--- src/rtl/sr_pkg.sv ---
// Shared types and default constants for the sr_ff command generator.
package sr_pkg;

  // Command FSM states
  typedef enum logic [1:0] {
    IDLE    = 2'd0,
    ISSUE   = 2'd1,
    LOCKOUT = 2'd2
  } sr_state_e;

  // Default cycle counts and counter width
  localparam int DEBOUNCE_CYCLES_DEF = 4;
  localparam int LOCKOUT_CYCLES_DEF  = 2;
  localparam int CNT_W_DEF           = 8;

endpackage : sr_pkg

--- src/rtl/sr_cmd_gen_if.sv ---
// Command-side bundle between the request source and sr_cmd_gen:
// raw requests, enable and q feedback in; s/r pulses and status out.
interface sr_cmd_gen_if;

  logic set_raw;       // raw set request level (asynchronous)
  logic clr_raw;       // raw clear request level (asynchronous)
  logic en;            // command enable
  logic q_fb;          // current q of the downstream sr_ff
  logic s_out;         // set pulse to sr_ff s
  logic r_out;         // reset pulse to sr_ff r
  logic busy;          // high while a command is being issued or locked out
  logic conflict_err;  // sticky set/clear coincidence flag

  // Request source side
  modport master (
    output set_raw, clr_raw, en, q_fb,
    input  s_out, r_out, busy, conflict_err
  );

  // sr_cmd_gen side
  modport slave (
    input  set_raw, clr_raw, en, q_fb,
    output s_out, r_out, busy, conflict_err
  );

endinterface : sr_cmd_gen_if

--- src/rtl/sr_debounce.sv ---
// One request channel: 2-flop synchroniser, debounce filter and a
// single-cycle request on each rising edge of the filtered level.
module sr_debounce
  import sr_pkg::*;
#(
  parameter int DEBOUNCE_CYCLES = DEBOUNCE_CYCLES_DEF,
  parameter int CNT_W           = CNT_W_DEF
) (
  input  logic clk,
  input  logic rst,
  input  logic raw_i,
  output logic req_o
);

  // Counter value on the last of DEBOUNCE_CYCLES consecutive differing samples
  localparam logic [CNT_W-1:0] CNT_LAST = CNT_W'(DEBOUNCE_CYCLES - 1);

  logic             sync1_q, sync2_q;
  logic             level_q, level_d;
  logic             level_dly_q;
  logic [CNT_W-1:0] cnt_q, cnt_d;

  // Two-stage synchroniser for the asynchronous raw level
  always_ff @(posedge clk or posedge rst) begin
    if (rst) begin
      sync1_q <= 1'b0;
      sync2_q <= 1'b0;
    end else begin
      // NOTE: non-blocking so sync2_q takes the old sync1_q; blocking would collapse both stages into one flop.
      sync1_q <= raw_i;
      sync2_q <= sync1_q;
    end
  end

  // Filter: the level follows the synchronised input only after it has
  // differed for DEBOUNCE_CYCLES consecutive samples
  always_comb begin
    // NOTE: every output gets a default first so no path leaves it unassigned, which would infer a latch.
    cnt_d   = '0;
    level_d = level_q;
    if (sync2_q != level_q) begin
      if (cnt_q == CNT_LAST) begin
        level_d = sync2_q;
      end else begin
        cnt_d = cnt_q + 1'b1;
      end
    end
  end

  // Filter state and delayed level for edge detection
  always_ff @(posedge clk or posedge rst) begin
    if (rst) begin
      cnt_q       <= '0;
      level_q     <= 1'b0;
      level_dly_q <= 1'b0;
    end else begin
      cnt_q       <= cnt_d;
      level_q     <= level_d;
      level_dly_q <= level_q;
    end
  end

  // Falling edges of the filtered level produce no request
  assign req_o = level_q & ~level_dly_q;

endmodule : sr_debounce

--- src/rtl/sr_cmd_gen.sv ---
// Turns debounced set/clear requests into clean, mutually exclusive,
// single-cycle s/r pulses for sr_ff, suppressing redundant commands
// using q feedback and spacing commands with a lockout window.
module sr_cmd_gen
  import sr_pkg::*;
#(
  parameter int DEBOUNCE_CYCLES = DEBOUNCE_CYCLES_DEF,
  parameter int LOCKOUT_CYCLES  = LOCKOUT_CYCLES_DEF,
  parameter int CNT_W           = CNT_W_DEF
) (
  input  logic         clk,
  input  logic         rst,
  sr_cmd_gen_if.slave  bus
);

  // Lockout counter value on the final lockout cycle (unused when LOCKOUT_CYCLES=0)
  localparam logic [CNT_W-1:0] LOCK_LAST =
    CNT_W'((LOCKOUT_CYCLES > 0) ? LOCKOUT_CYCLES - 1 : 0);

  logic             req_set, req_clr;
  logic             req_set_v, req_clr_v;
  logic             cand_set, cand_clr;
  logic             do_set, do_clr;
  sr_state_e        state_q, state_d;
  logic             pend_set_q, pend_set_d;
  logic             pend_clr_q, pend_clr_d;
  logic [CNT_W-1:0] lock_cnt_q, lock_cnt_d;
  logic             conflict_q, conflict_d;
  logic             s_out_q, s_out_d;
  logic             r_out_q, r_out_d;
  logic             busy_q, busy_d;

  sr_debounce #(
    .DEBOUNCE_CYCLES (DEBOUNCE_CYCLES),
    .CNT_W           (CNT_W)
  ) u_db_set (
    .clk   (clk),
    .rst   (rst),
    .raw_i (bus.set_raw),
    .req_o (req_set)
  );

  sr_debounce #(
    .DEBOUNCE_CYCLES (DEBOUNCE_CYCLES),
    .CNT_W           (CNT_W)
  ) u_db_clr (
    .clk   (clk),
    .rst   (rst),
    .raw_i (bus.clr_raw),
    .req_o (req_clr)
  );

  // Requests arriving while disabled are discarded outright
  assign req_set_v = req_set & bus.en;
  assign req_clr_v = req_clr & bus.en;

  // State, pending, lockout, conflict and registered outputs
  always_ff @(posedge clk or posedge rst) begin
    if (rst) begin
      state_q    <= IDLE;
      pend_set_q <= 1'b0;
      pend_clr_q <= 1'b0;
      lock_cnt_q <= '0;
      conflict_q <= 1'b0;
      s_out_q    <= 1'b0;
      r_out_q    <= 1'b0;
      busy_q     <= 1'b0;
    end else begin
      state_q    <= state_d;
      pend_set_q <= pend_set_d;
      pend_clr_q <= pend_clr_d;
      lock_cnt_q <= lock_cnt_d;
      conflict_q <= conflict_d;
      s_out_q    <= s_out_d;
      r_out_q    <= r_out_d;
      busy_q     <= busy_d;
    end
  end

  // Next state: arbitrate candidates in IDLE, otherwise absorb requests
  // into the one-deep pending bits until the lockout window closes
  always_comb begin
    state_d    = state_q;
    pend_set_d = pend_set_q & bus.en;
    pend_clr_d = pend_clr_q & bus.en;
    lock_cnt_d = '0;
    conflict_d = conflict_q | (req_set_v & req_clr_v);
    cand_set   = 1'b0;
    cand_clr   = 1'b0;
    do_set     = 1'b0;
    do_clr     = 1'b0;

    unique case (state_q)
      IDLE: begin
        cand_set = req_set_v | pend_set_d;
        cand_clr = req_clr_v | pend_clr_d;
        // Every candidate is resolved here: issued, redundant or discarded
        pend_set_d = 1'b0;
        pend_clr_d = 1'b0;
        // Clear wins a coincidence; the set candidate is thrown away
        if (cand_set && cand_clr) begin
          conflict_d = 1'b1;
          cand_set   = 1'b0;
        end
        if (cand_clr && bus.q_fb) begin
          do_clr = 1'b1;
        end else if (cand_set && !bus.q_fb) begin
          do_set = 1'b1;
        end
        if (do_set || do_clr) begin
          state_d = ISSUE;
        end
      end

      ISSUE: begin
        pend_set_d = pend_set_d | req_set_v;
        pend_clr_d = pend_clr_d | req_clr_v;
        state_d    = (LOCKOUT_CYCLES == 0) ? IDLE : LOCKOUT;
      end

      LOCKOUT: begin
        pend_set_d = pend_set_d | req_set_v;
        pend_clr_d = pend_clr_d | req_clr_v;
        if (lock_cnt_q == LOCK_LAST) begin
          state_d = IDLE;
        end else begin
          lock_cnt_d = lock_cnt_q + 1'b1;
        end
      end

      default: begin
        state_d = IDLE;
      end
    endcase
  end

  // Outputs for the next cycle: a pulse only on entry to ISSUE
  always_comb begin
    s_out_d = do_set;
    r_out_d = do_clr;
    busy_d  = (state_d != IDLE);
  end

  assign bus.s_out        = s_out_q;
  assign bus.r_out        = r_out_q;
  assign bus.busy         = busy_q;
  assign bus.conflict_err = conflict_q;

endmodule : sr_cmd_gen

--- src/flat_wrapper.sv ---
// flat-port wrapper written by rule: the top's interface ports become plain ports
module sr_cmd_gen_flat import sr_pkg::*;
#(
  parameter int DEBOUNCE_CYCLES = DEBOUNCE_CYCLES_DEF,
  parameter int LOCKOUT_CYCLES  = LOCKOUT_CYCLES_DEF,
  parameter int CNT_W           = CNT_W_DEF
)
  (clk, rst, bus_set_raw, bus_clr_raw, bus_en, bus_q_fb, bus_s_out, bus_r_out, bus_busy, bus_conflict_err);
  sr_cmd_gen_if bus_i ();
  input  logic clk;
  input  logic rst;
  input wire logic [$bits(bus_i.set_raw)-1:0] bus_set_raw;
  input wire logic [$bits(bus_i.clr_raw)-1:0] bus_clr_raw;
  input wire logic [$bits(bus_i.en)-1:0] bus_en;
  input wire logic [$bits(bus_i.q_fb)-1:0] bus_q_fb;
  output wire logic [$bits(bus_i.s_out)-1:0] bus_s_out;
  output wire logic [$bits(bus_i.r_out)-1:0] bus_r_out;
  output wire logic [$bits(bus_i.busy)-1:0] bus_busy;
  output wire logic [$bits(bus_i.conflict_err)-1:0] bus_conflict_err;
  assign bus_i.set_raw = bus_set_raw;
  assign bus_i.clr_raw = bus_clr_raw;
  assign bus_i.en = bus_en;
  assign bus_i.q_fb = bus_q_fb;
  assign bus_s_out = bus_i.s_out;
  assign bus_r_out = bus_i.r_out;
  assign bus_busy = bus_i.busy;
  assign bus_conflict_err = bus_i.conflict_err;
  sr_cmd_gen #(.DEBOUNCE_CYCLES(DEBOUNCE_CYCLES), .LOCKOUT_CYCLES(LOCKOUT_CYCLES), .CNT_W(CNT_W)) u_core (.clk(clk), .rst(rst), .bus(bus_i));
endmodule
--- config.mk ---
export PLATFORM = sky130hd
export DESIGN_NAME = sr_cmd_gen_flat
export DESIGN_NICKNAME = d
export VERILOG_FILES = /design/src/rtl/sr_pkg.sv /design/src/rtl/sr_cmd_gen_if.sv /design/src/rtl/sr_debounce.sv /design/src/rtl/sr_cmd_gen.sv /design/src/flat_wrapper.sv
export SDC_FILE = /design/constraint.sdc
export NUM_CORES = 1
export LEC_CHECK = 0
export BUFFER_PORTS_ARGS = -buffer_cell sky130_fd_sc_hd__buf_2
export CAP_MARGIN = 20
export CORE_ASPECT_RATIO = 0.7
export CORE_MARGIN = 2
export CORE_UTILIZATION = 45
export CTS_CLUSTER_SIZE = 25
export DETAILED_ROUTE_END_ITERATION = 10
export SYNTH_ARGS = -nofsm -noshare
export SYNTH_HDL_FRONTEND = slang
export SYNTH_SLANG_ARGS = --single-unit
--- constraint.sdc ---
create_clock -name clk -period 5.9 [get_ports clk]
set_clock_uncertainty 0.15 [all_clocks]
set_input_delay 1.18 -clock clk [delete_from_list [all_inputs] [get_ports clk]]
set_output_delay 1.18 -clock clk [all_outputs]
set_load 0.01 [all_outputs]
======== Yosys cells after proc, flatten, opt, wreduce, memory -nomap -nowiden ========
Index checks and enable logic that the tools add are counted.
storage, ports and cells
  flip-flop bits (word level) ............. 40
  word-level logic and storage cells ...... 72
  output and inout bits ................... 4
cells by class
  add/subtract/negate cells ............... 3
  multiplexer cells ....................... 22
  reductions and logical operators ........ 10
  equality and inequality tests ........... 7
  bitwise gates (word level) .............. 12
operators by type and width
  cell                   count
  $mux W8                6
  $add A8 B1 Y8 const B  3
  $eq A8 B2 Y1 const B   2
  $mux W1                11
  $eq A8 B1 Y1 const B   1
  $and A1 B1 Y1          7
  $pmux W2 S3            1
  $mux W2                2
  $pmux W1 S2            2
  $reduce_and A2 Y1      2
  $logic_and A1 B1 Y1    3
  $or A1 B1 Y1           3
  $eq A2 B1 Y1 const B   1
  $eq A2 B2 Y1 const B   1
  $logic_not A2 Y1       1
  $ne A1 B1 Y1           2
  $not A1 Y1             2
  $reduce_bool A2 Y1     1
  $reduce_or A2 Y1       1
  $logic_not A1 Y1       1
  $logic_or A1 B1 Y1     1

======== Depth between registers and ports, before layout ========
Gate-level depths: netlist of the first run.
  word-level depth ........................ 15
  depth in mapped cells ................... 7
  mapped depth without buffers ............ 6

======== Hierarchy ========
From an unflattened synthesis of the first run, not the netlist that was laid out.
unflattened totals
  cells, all modules ...................... 169
  area, all modules ....................... 1850.5 µm²
modules (own cells, without submodules)
  module       area an instance (µm²)  seq. area each (µm²)  times used  cells each
  sr_debounce  528.0                   300.3                 2           47
  sr_cmd_gen   794.5                   400.4                 1           75

======== Least setup slack after synthesis of the first run ========
No wires, ideal clock.
  path kind ............................... input port to flip-flop
  from .................................... input port bus_q_fb
  to ...................................... register u_core.busy_q, in the netlist u_core.bus.busy
  cell stages on the path ................. 3
  arrival time ............................ 1.923 ns
  path buffers ............................ 0
  required time ........................... 5.688 ns
  setup slack ............................. 3.764 ns
  cells stage by stage .................... or4_1 o22ai_1 or2_2
between the ends
  word-level cells in the longest chain between the ends .. 9
  elaborated cells on any way between the ends .. 12
  those cells by class .................... mux (7); reduce/logical (5)
RTL lines
  what                  line                RTL
  from (decl)           flat_wrapper.sv:15  input wire logic [$bits(bus_i.q_fb)-1:0] bus_q_fb;
  $logic_not A1 Y1      sr_cmd_gen.sv:107   end else if (cand_set && !bus.q_fb) begin
  $logic_and A1 B1 Y1   sr_cmd_gen.sv:107
  $mux W1               sr_cmd_gen.sv:107
  $mux W1               sr_cmd_gen.sv:105   if (cand_clr && bus.q_fb) begin
  $mux W1               sr_cmd_gen.sv:93    unique case (state_q)
  $logic_or A1 B1 Y1 *  sr_cmd_gen.sv:110   if (do_set || do_clr) begin
  $mux W2 *             sr_cmd_gen.sv:110
  $pmux W2 S3 *         sr_cmd_gen.sv:93
  $reduce_bool A2 Y1 *  sr_cmd_gen.sv:141   busy_d = (state_d != IDLE);
  net u_core.busy_d     sr_cmd_gen.sv:31    logic busy_q, busy_d;
  to (signal assigned)  sr_cmd_gen.sv:76    busy_q <= busy_d;
  to (decl)             sr_cmd_gen.sv:31
The timed path passes the listed nets; every way through them passes the cells marked *. The select of a mux whose other input is x is not followed.
A chain may end at the register's enable or synchronous reset.

======== Worst setup path after layout of the first run ========
  from .................................... register u_core.lock_cnt_q[1]
  to ...................................... register u_core.busy_q, in the netlist u_core.bus.busy
between the ends
  word-level cells in the longest chain between the ends .. 4
RTL lines
  what                    line               RTL
  from (decl)             sr_cmd_gen.sv:27   logic [CNT_W-1:0] lock_cnt_q, lock_cnt_d;
  from (signal assigned)  sr_cmd_gen.sv:72   lock_cnt_q <= lock_cnt_d;
  $eq A8 B1 Y1            sr_cmd_gen.sv:124  if (lock_cnt_q == LOCK_LAST) begin
  $mux W2                 sr_cmd_gen.sv:124
  $pmux W2 S3             sr_cmd_gen.sv:93
  $reduce_bool A2 Y1      sr_cmd_gen.sv:141
  net u_core.busy_d       sr_cmd_gen.sv:31
The timed path passes the listed nets, and every way through them passes these cells.

==> results of run 1 <==
[sequential cells by signal, summed over array words and instances (netlist names)]
signal                       flops
u_core.lock_cnt_q                8
u_core.u_db_clr.cnt_q            8
u_core.u_db_set.cnt_q            8
u_core.state_q                   2
u_core.bus.busy                  1
u_core.bus.conflict_err          1
u_core.bus.r_out                 1
u_core.bus.s_out                 1
u_core.pend_clr_q                1
u_core.pend_set_q                1
u_core.u_db_clr.level_dly_q      1
u_core.u_db_clr.level_q          1
u_core.u_db_clr.sync1_q          1
u_core.u_db_clr.sync2_q          1
u_core.u_db_set.level_dly_q      1
u_core.u_db_set.level_q          1
u_core.u_db_set.sync1_q          1
u_core.u_db_set.sync2_q          1
[where the power goes]
group / leakage [nW] / internal [W] / switching [W] / total, W
clock: 0.0479 / 0.0000823 / 0.0000923 / 0.000175
combinational: 0.382 / 0.0000800 / 0.0000995 / 0.000180
sequential: 0.528 / 0.000321 / 0.0000451 / 0.000366
[logic make-up after synthesis]
logic type / synth area share
simple gates: 0.196
flops: 0.567
xor+xnor: 0.0992
compound gates: 0.0545
buf+inv: 0.0191
fa+ha+maj: 0.0496
mux: 0.0149
[per-layer routing]
layer / up-vias / global-route usage
met5: - / 0
met4: 0 / 0.0591
met3: 5 / 0.0498
met2: 15 / 0.210
met1: 516 / 0.217
li1: 567 / -
[worst paths after layout]
path	start	endpoint	slack [ps]	cells past startpoint
max	u_core.lock_cnt_q[1]$_DFF_PP0_	u_core.bus.busy$_DFF_PP0_	3350	6
min	u_core.u_db_clr.sync1_q$_DFF_PP0_	u_core.u_db_clr.sync2_q$_DFF_PP0_	200	0
max reg2reg	u_core.lock_cnt_q[1]$_DFF_PP0_	u_core.bus.busy$_DFF_PP0_	3350	6
min reg2reg	u_core.u_db_clr.sync1_q$_DFF_PP0_	u_core.u_db_clr.sync2_q$_DFF_PP0_	200	0
max in group asynchronous	rst	u_core.u_db_set.cnt_q[2]$_DFF_PP0_	4420	3
min in group asynchronous	rst	u_core.lock_cnt_q[6]$_DFF_PP0_	840	3
[per-stage QoR]
step                      utilization  setup WS (ps)
after CTS                       0.510           3340
after floorplan                     -           3650
after global routing            0.510           3170
final                           0.510           3350
after global placement          0.487           3430
after detailed placement        0.487           3360
[cell type report]
cell class | instances | area, µm² | share of cell area
multi-input combinational | 110 | 732 | 0.373
inverter | 7 | 26.3 | 0.0134
timing repair buffer | 10 | 52.6 | 0.0268
sequential | 40 | 1000 | 0.510
clock inverter | 3 | 18.8 | 0.00955
tap | 52 | 65.1 | 0.0331
clock buffer | 5 | 68.8 | 0.0350
[placed cells by master, fill, tap and decap left out, drive strengths merged]
cell type,n
a21o,1
a21oi,2
a31o,1
a31oi,1
and2,1
and3,8
buf,10
clkbuf,5
clkinv,3
dfrtp,40
ha,7
inv,7
mux2,2
nand2,5
nand2b,1
nand3,16
nor2,25
nor2b,3
nor3,1
nor3b,1
nor4,1
o211ai,1
o21ai,3
o221a,1
o22ai,1
o31ai,1
o41ai,1
or2,1
or3,1
or4,2
or4b,2
xnor2,3
xor2,17
[worst register-to-register path: cells and delay by family, from the launching register on]
kind                     cells  cell delay [ps]
AND/OR/NAND/NOR              2              730
flip-flops                   1              430
buffers and inverters        1               80
adder cells (fa/ha/maj)      1              120
AO/OA/AOI/OAI                2              920
==> summary.txt, run 1 <==
GRT
  – Global route total overflow: 0
  – First-pass GRT wire length: 5.11 mm
  – Initial antenna violation count: 0
  – Total track usage: 0.151
  – Maximum number of pins on one net before global-route repair: 41
  – Via count of the first global-routing pass: 1115

Clocking
  – CTS clk-pin slew, worst paths: 80 ps
  – Count of instances resized after the clock tree is built: 0
  – H-tree depth: 2
  – Setup repair bufs after CTS: 0
  – Clock buffers created by TritonCTS: 5
  – Hold buffers post-CTS: 0
  – Number of buffers on the longest clock path: 2
  – Sinks on the clock net: 40
  – Clock tree from TritonCTS: yes
  – Clock root buffer: clkbuf_8
  – Clk_lat worst skew: 290 ps

Pwr
  – Total chip power: 0.000720 W
  – PD cells: 367 mW/mm²
  – Reported leakage power: 0.957 nW
  – Worst vdd ir: 0.191 mV

Run
  – Max-capacitance violation count: 0

Floorplanning
  – Core Box Area: 0.00385 mm²
  – Overall die width: 78.9 µm
  – Starting utilization of the core area: 0.459
  – Row cnt: 19
  – Die height: 56.4 µm
  – Die outline area: 0.00445 mm²
  – Total I/O pin count: 10

Outcome
  – Result of the run: complete, no violations

Yosys
  – Most instantiated library cell after synthesis: dfrtp_1
  – Nets in the synthesized netlist: 171
  – Yosys warns: 0
  – Portion of synthesized cell area occupied by the leading cell type: 0.567
  – Per-instance average area after synthesis: 11.2 µm²
  – Post-Synthesis Cell Area: 0.00177 mm²
  – Count of flip-flops with a built-in enable after synthesis: 0
  – Top flip-flop cell by instance count after synthesis: dfrtp_1
  – Flip-flop and latch count after synthesis: 40
  – Most area-consuming cells after synthesis: dfrtp_1 (57%), xor2_1 (8.4%), nor2_1 (5.3%)
  – Share of flip-flops with an asynchronous set or reset: 1.00
  – Library cell occupying the most area in the post-synthesis netlist: dfrtp_1
  – Sequential cell area fraction in the yosys report: 0.567
  – Number of cells produced by synthesis: 158
  – Most instantiated cells after synthesis: dfrtp_1 (40), nor2_1 (25), xor2_1 (17), nand3_1 (16)
  – Cell variety after synth: 34

Detailed routing
  – Residual antenna-violating net count after detailed routing: 0
  – DRT met1 WL: 1.47 mm
  – Via count: 1103
  – Post-route DRC: 0
  – Number of optimization iterations in the first detailed-route pass: 4
  – Top Layer Used: met4
  – Wire length reported by the detailed router: 2.81 mm
  – Met2 WL post-DR: 1.19 mm
  – Per-cell via count in the routed design: 4.86
  – First-iteration detailed-routing DRC count: 82
  – Sum of met3 wire segment lengths after detailed routing: 105 µm
  – Wire per inst: 12.4 µm

Timing
  – Setup repair after global routing missed its margin: no
  – Number of hold violations in the final report: 0
  – Hold Worst Slack: 202 ps
  – Tmin final: 2550 ps
  – Max-slew headroom: 0.382
  – Measured slew at the worst slew-check pin: 917 ps
  – Post-route clock period utilization: 0.432
  – Total count of max-transition violations in the final report: 0
  – Max frequency: 392 MHz
  – Final setup vio count: 0
  – Setup TNS: 0 ps

Placement
  – Weighted congestion reported at the end of routability-driven placement: 0.871
  – DPL Wire Length: 2.04 mm
  – PortBufs: 9
  – Placed cell area: 0.00188 mm²
  – Placed Instances: 219

Layout
  – Post-route non-filler standard cell count: 227
  – Fill cell total of the finished layout: 346
  – Net count of the finished layout: 187
  – Final design instance area without fill: 0.00196 mm²
  – Area Overhead vs Synth: 11.2%
  – Fraction of layout instances using a drive strength above 1: 0.154
  – Antenna cells: 0

Critical path
  – Category of the worst setup path launch point: flop
  – Maximum fanout count along the critical path: 11
  – Critical path class: reg -> reg
  – CP bufs+invs: 1
  – Capturing element type of the critical path: flop
  – Kind of cell adding the most delay to the critical path: compound AO/OA/AOI/OAI gates
  – Required time at the endpoint of the critical path: 5930 ps
  – Sequence of cells on the critical path: inv_1, ha_1, or4b_1, o41ai_2, o21ai_0, or2_2
  – Crit path DAT: 2580 ps
  – Largest stage delay on the critical path: 750 ps
  – CP max-delay cell: o41ai_2

Worst hold path
  – Min-Delay Path Class: reg -> reg
Note: power is estimated with default switching activity, not from simulation.
==> inputs of run 2 (changes only) <==
==> constraint.sdc (replaced) <==
create_clock -name clk -period 2.5 [get_ports clk]
set_clock_uncertainty 0.15 [all_clocks]
set_input_delay 0.5 -clock clk [delete_from_list [all_inputs] [get_ports clk]]
set_output_delay 0.5 -clock clk [all_outputs]
set_load 0.01 [all_outputs]
==> run 2 against run 1 <==
- register-to-register slack worse by 3000 ps
- utilization up 0.94 points
- power rose to 2.5 times the previous value
- count of clock-buffer cells in the layout unchanged
- hold slack worse by 49 ps
- largest cell class unchanged
- largest power group unchanged
==> summary.txt, run 2 (same netlist as run 1, synthesis figures left out) <==
Critical path
  – Required time at the endpoint of the critical path: 2540 ps
  – Reg-to-Reg End: u_core.state_q[1]$_DFF_PP0_
  – Setup slack of the worst register-to-register path: 380 ps
  – Maximum fanout count along the critical path: 9
  – Crit path DAT: 2150 ps
  – Startpoint of the worst setup timing path: u_core.lock_cnt_q[1]$_DFF_PP0_
  – Cell depth of the worst flop-to-flop path: 7
  – R2r startpoint: u_core.lock_cnt_q[1]$_DFF_PP0_
  – Critical path class: reg -> reg
  – Category of the worst setup path launch point: flop
  – Capturing element type of the critical path: flop
  – End point of the critical path: u_core.state_q[1]$_DFF_PP0_

Clocking
  – Clock tree from TritonCTS: yes
  – Clk_lat worst skew: 290 ps
  – Clock buffers created by TritonCTS: 5
  – Setup repair bufs after CTS: 0
  – Count of instances resized after the clock tree is built: 0
  – Sinks on the clock net: 40
  – Clock root buffer: clkbuf_8
  – CTS clk-pin slew, worst paths: 80 ps
  – H-tree depth: 2
  – Hold buffers post-CTS: 0
  – Number of buffers on the longest clock path: 2

Timing
  – Total count of max-transition violations in the final report: 0
  – Measured slew at the worst slew-check pin: 473 ps
  – Setup TNS: 0 ps
  – Max frequency: 473 MHz
  – Post-route clock period utilization: 0.846
  – Setup repair after global routing missed its margin: no
  – Number of hold violations in the final report: 0
  – Tmin final: 2120 ps
  – Max-slew headroom: 0.681
  – Final setup vio count: 0

GRT
  – Initial antenna violation count: 0
  – Maximum number of pins on one net before global-route repair: 41
  – Via count of the first global-routing pass: 1124
  – First-pass GRT wire length: 5.11 mm
  – Global route total overflow: 0
  – Total track usage: 0.151

Layout
  – Post-route non-filler standard cell count: 228
  – Largest regs: u_core.lock_cnt_q: 8 flops, u_core.u_db_clr.cnt_q: 8 flops, u_core.u_db_set.cnt_q: 8 flops
  – Antenna cells: 0
  – Commonest cells after routing, fill and taps aside: dfrtp_1 (40), nor2_1 (25), xor2_1 (17), nand3_1 (16), buf_2 (9)
  – Fraction of layout instances using a drive strength above 1: 0.159
  – Area Overhead vs Synth: 13.2%
  – Most common library cell in the layout ignoring fill and taps: dfrtp_1
  – Final design instance area without fill: 0.00200 mm²
  – Net count of the finished layout: 188

Pwr
  – Total chip power: 0.00184 W
  – Worst vdd ir: 0.322 mV
  – Clock power frac: 0.288
  – PD cells: 917 mW/mm²
  – Internal power: 0.00126 W
  – Sequential share of power: 0.470
  – Net switching power figure: 0.000580 W
  – Proportion of total power due to net switching: 0.316
  – Combinational fraction of design power: 0.242
  – Reported leakage power: 0.972 nW

Detailed routing
  – Wire length reported by the detailed router: 2.88 mm
  – Via count: 1165
  – Residual antenna-violating net count after detailed routing: 0
  – First-iteration detailed-routing DRC count: 63
  – Post-route DRC: 0
  – Per-cell via count in the routed design: 5.11
  – Number of optimization iterations in the first detailed-route pass: 4
  – Wire per inst: 12.6 µm

Worst hold path
  – Min-Delay Path Class: in -> reg

Floorplanning
  – Total I/O pin count: 10
  – Die height: 56.4 µm
  – Starting utilization of the core area: 0.459
  – Core Box Area: 0.00385 mm²
  – Overall die width: 78.9 µm
  – Row cnt: 19
  – Die outline area: 0.00445 mm²

Placement
  – PortBufs: 9
  – DPL Wire Length: 2.07 mm
  – Placed cell area: 0.00188 mm²
  – Weighted congestion reported at the end of routability-driven placement: 0.838
  – Placed Instances: 220

Outcome
  – Result of the run: complete, no violations

Run
  – Max-capacitance violation count: 0
==> run 2: changes by cell type in the layout (fill, tap and decap cells not counted) <==
cell       previous run  this run
buf_4                 1         2
clkinv_2              2         0
bufinv_16             0         1
clkinv_4              1         2
==> run 2: how the worst min path moves through the flow <==
| stage | from | endpoint | depth (start not counted) |
|---|---|---|---|
| 2_1_floorplan | u_core.u_db_clr.sync1_q$_DFF_PP0_ | u_core.u_db_clr.sync2_q$_DFF_PP0_ | 0 |
| 3_3_place_gp | u_core.u_db_clr.sync1_q$_DFF_PP0_ | u_core.u_db_clr.sync2_q$_DFF_PP0_ | 0 |
| 3_5_place_dp | u_core.u_db_clr.sync1_q$_DFF_PP0_ | u_core.u_db_clr.sync2_q$_DFF_PP0_ | 0 |
| 4_1_cts | bus_clr_raw | u_core.u_db_clr.sync1_q$_DFF_PP0_ | 1 |
| 5_1_grt | bus_set_raw | u_core.u_db_set.sync1_q$_DFF_PP0_ | 1 |
| 6_report | bus_clr_raw | u_core.u_db_clr.sync1_q$_DFF_PP0_ | 1 |
==> run 2: cell type report <==
class	instances	area, µm²
fillers	339	1850
inverters	7	26.3
repair buffers	11	60.1
clock buffers	5	68.8
well taps	52	65.1
flip-flops and latches	40	1000
clock inverters	3	47.5
multi-input cells	110	732
==> run 2: worst max-delay path, stage by stage (launching register included) <==
cell and delay, ps:
dfrtp_1 420, inv_1 70, ha_1 120, or4b_1 460
o41ai_2 320, buf_4 240, nor2_1 60, a21o_1 180
==> run 2: power groups by stage <==
stage	sequential, W	clock [W]	combinational [W]
after global routing	0.000881	0.000588	0.000504
after CTS	0.000861	0.000553	0.000451
after floorplan	0.000855	0	0.000343
after global placement	0.000864	0	0.000439
after detailed placement	0.000875	0	0.000446
final	0.000862	0.000528	0.000445
==> run 2: metrics by stage <==
step / worst slack (ps) / hold slack, ps / utilization
after global placement: 441 / 185 / 0.489
after floorplan: 480 / 181 / -
after global routing: 272 / 129 / 0.519
after CTS: 377 / 141 / 0.519
final: 384 / 154 / 0.519
after detailed placement: 388 / 189 / 0.489
==> run 2: metal layers <==
metal	part of all wire	global-route usage	vias to the layer above
met3	0.051	0.0707	5
met2	0.43	0.225	16
met5	0	0	-
li1	-	-	573
met4	0.012	0.0468	0
met1	0.50	0.197	571
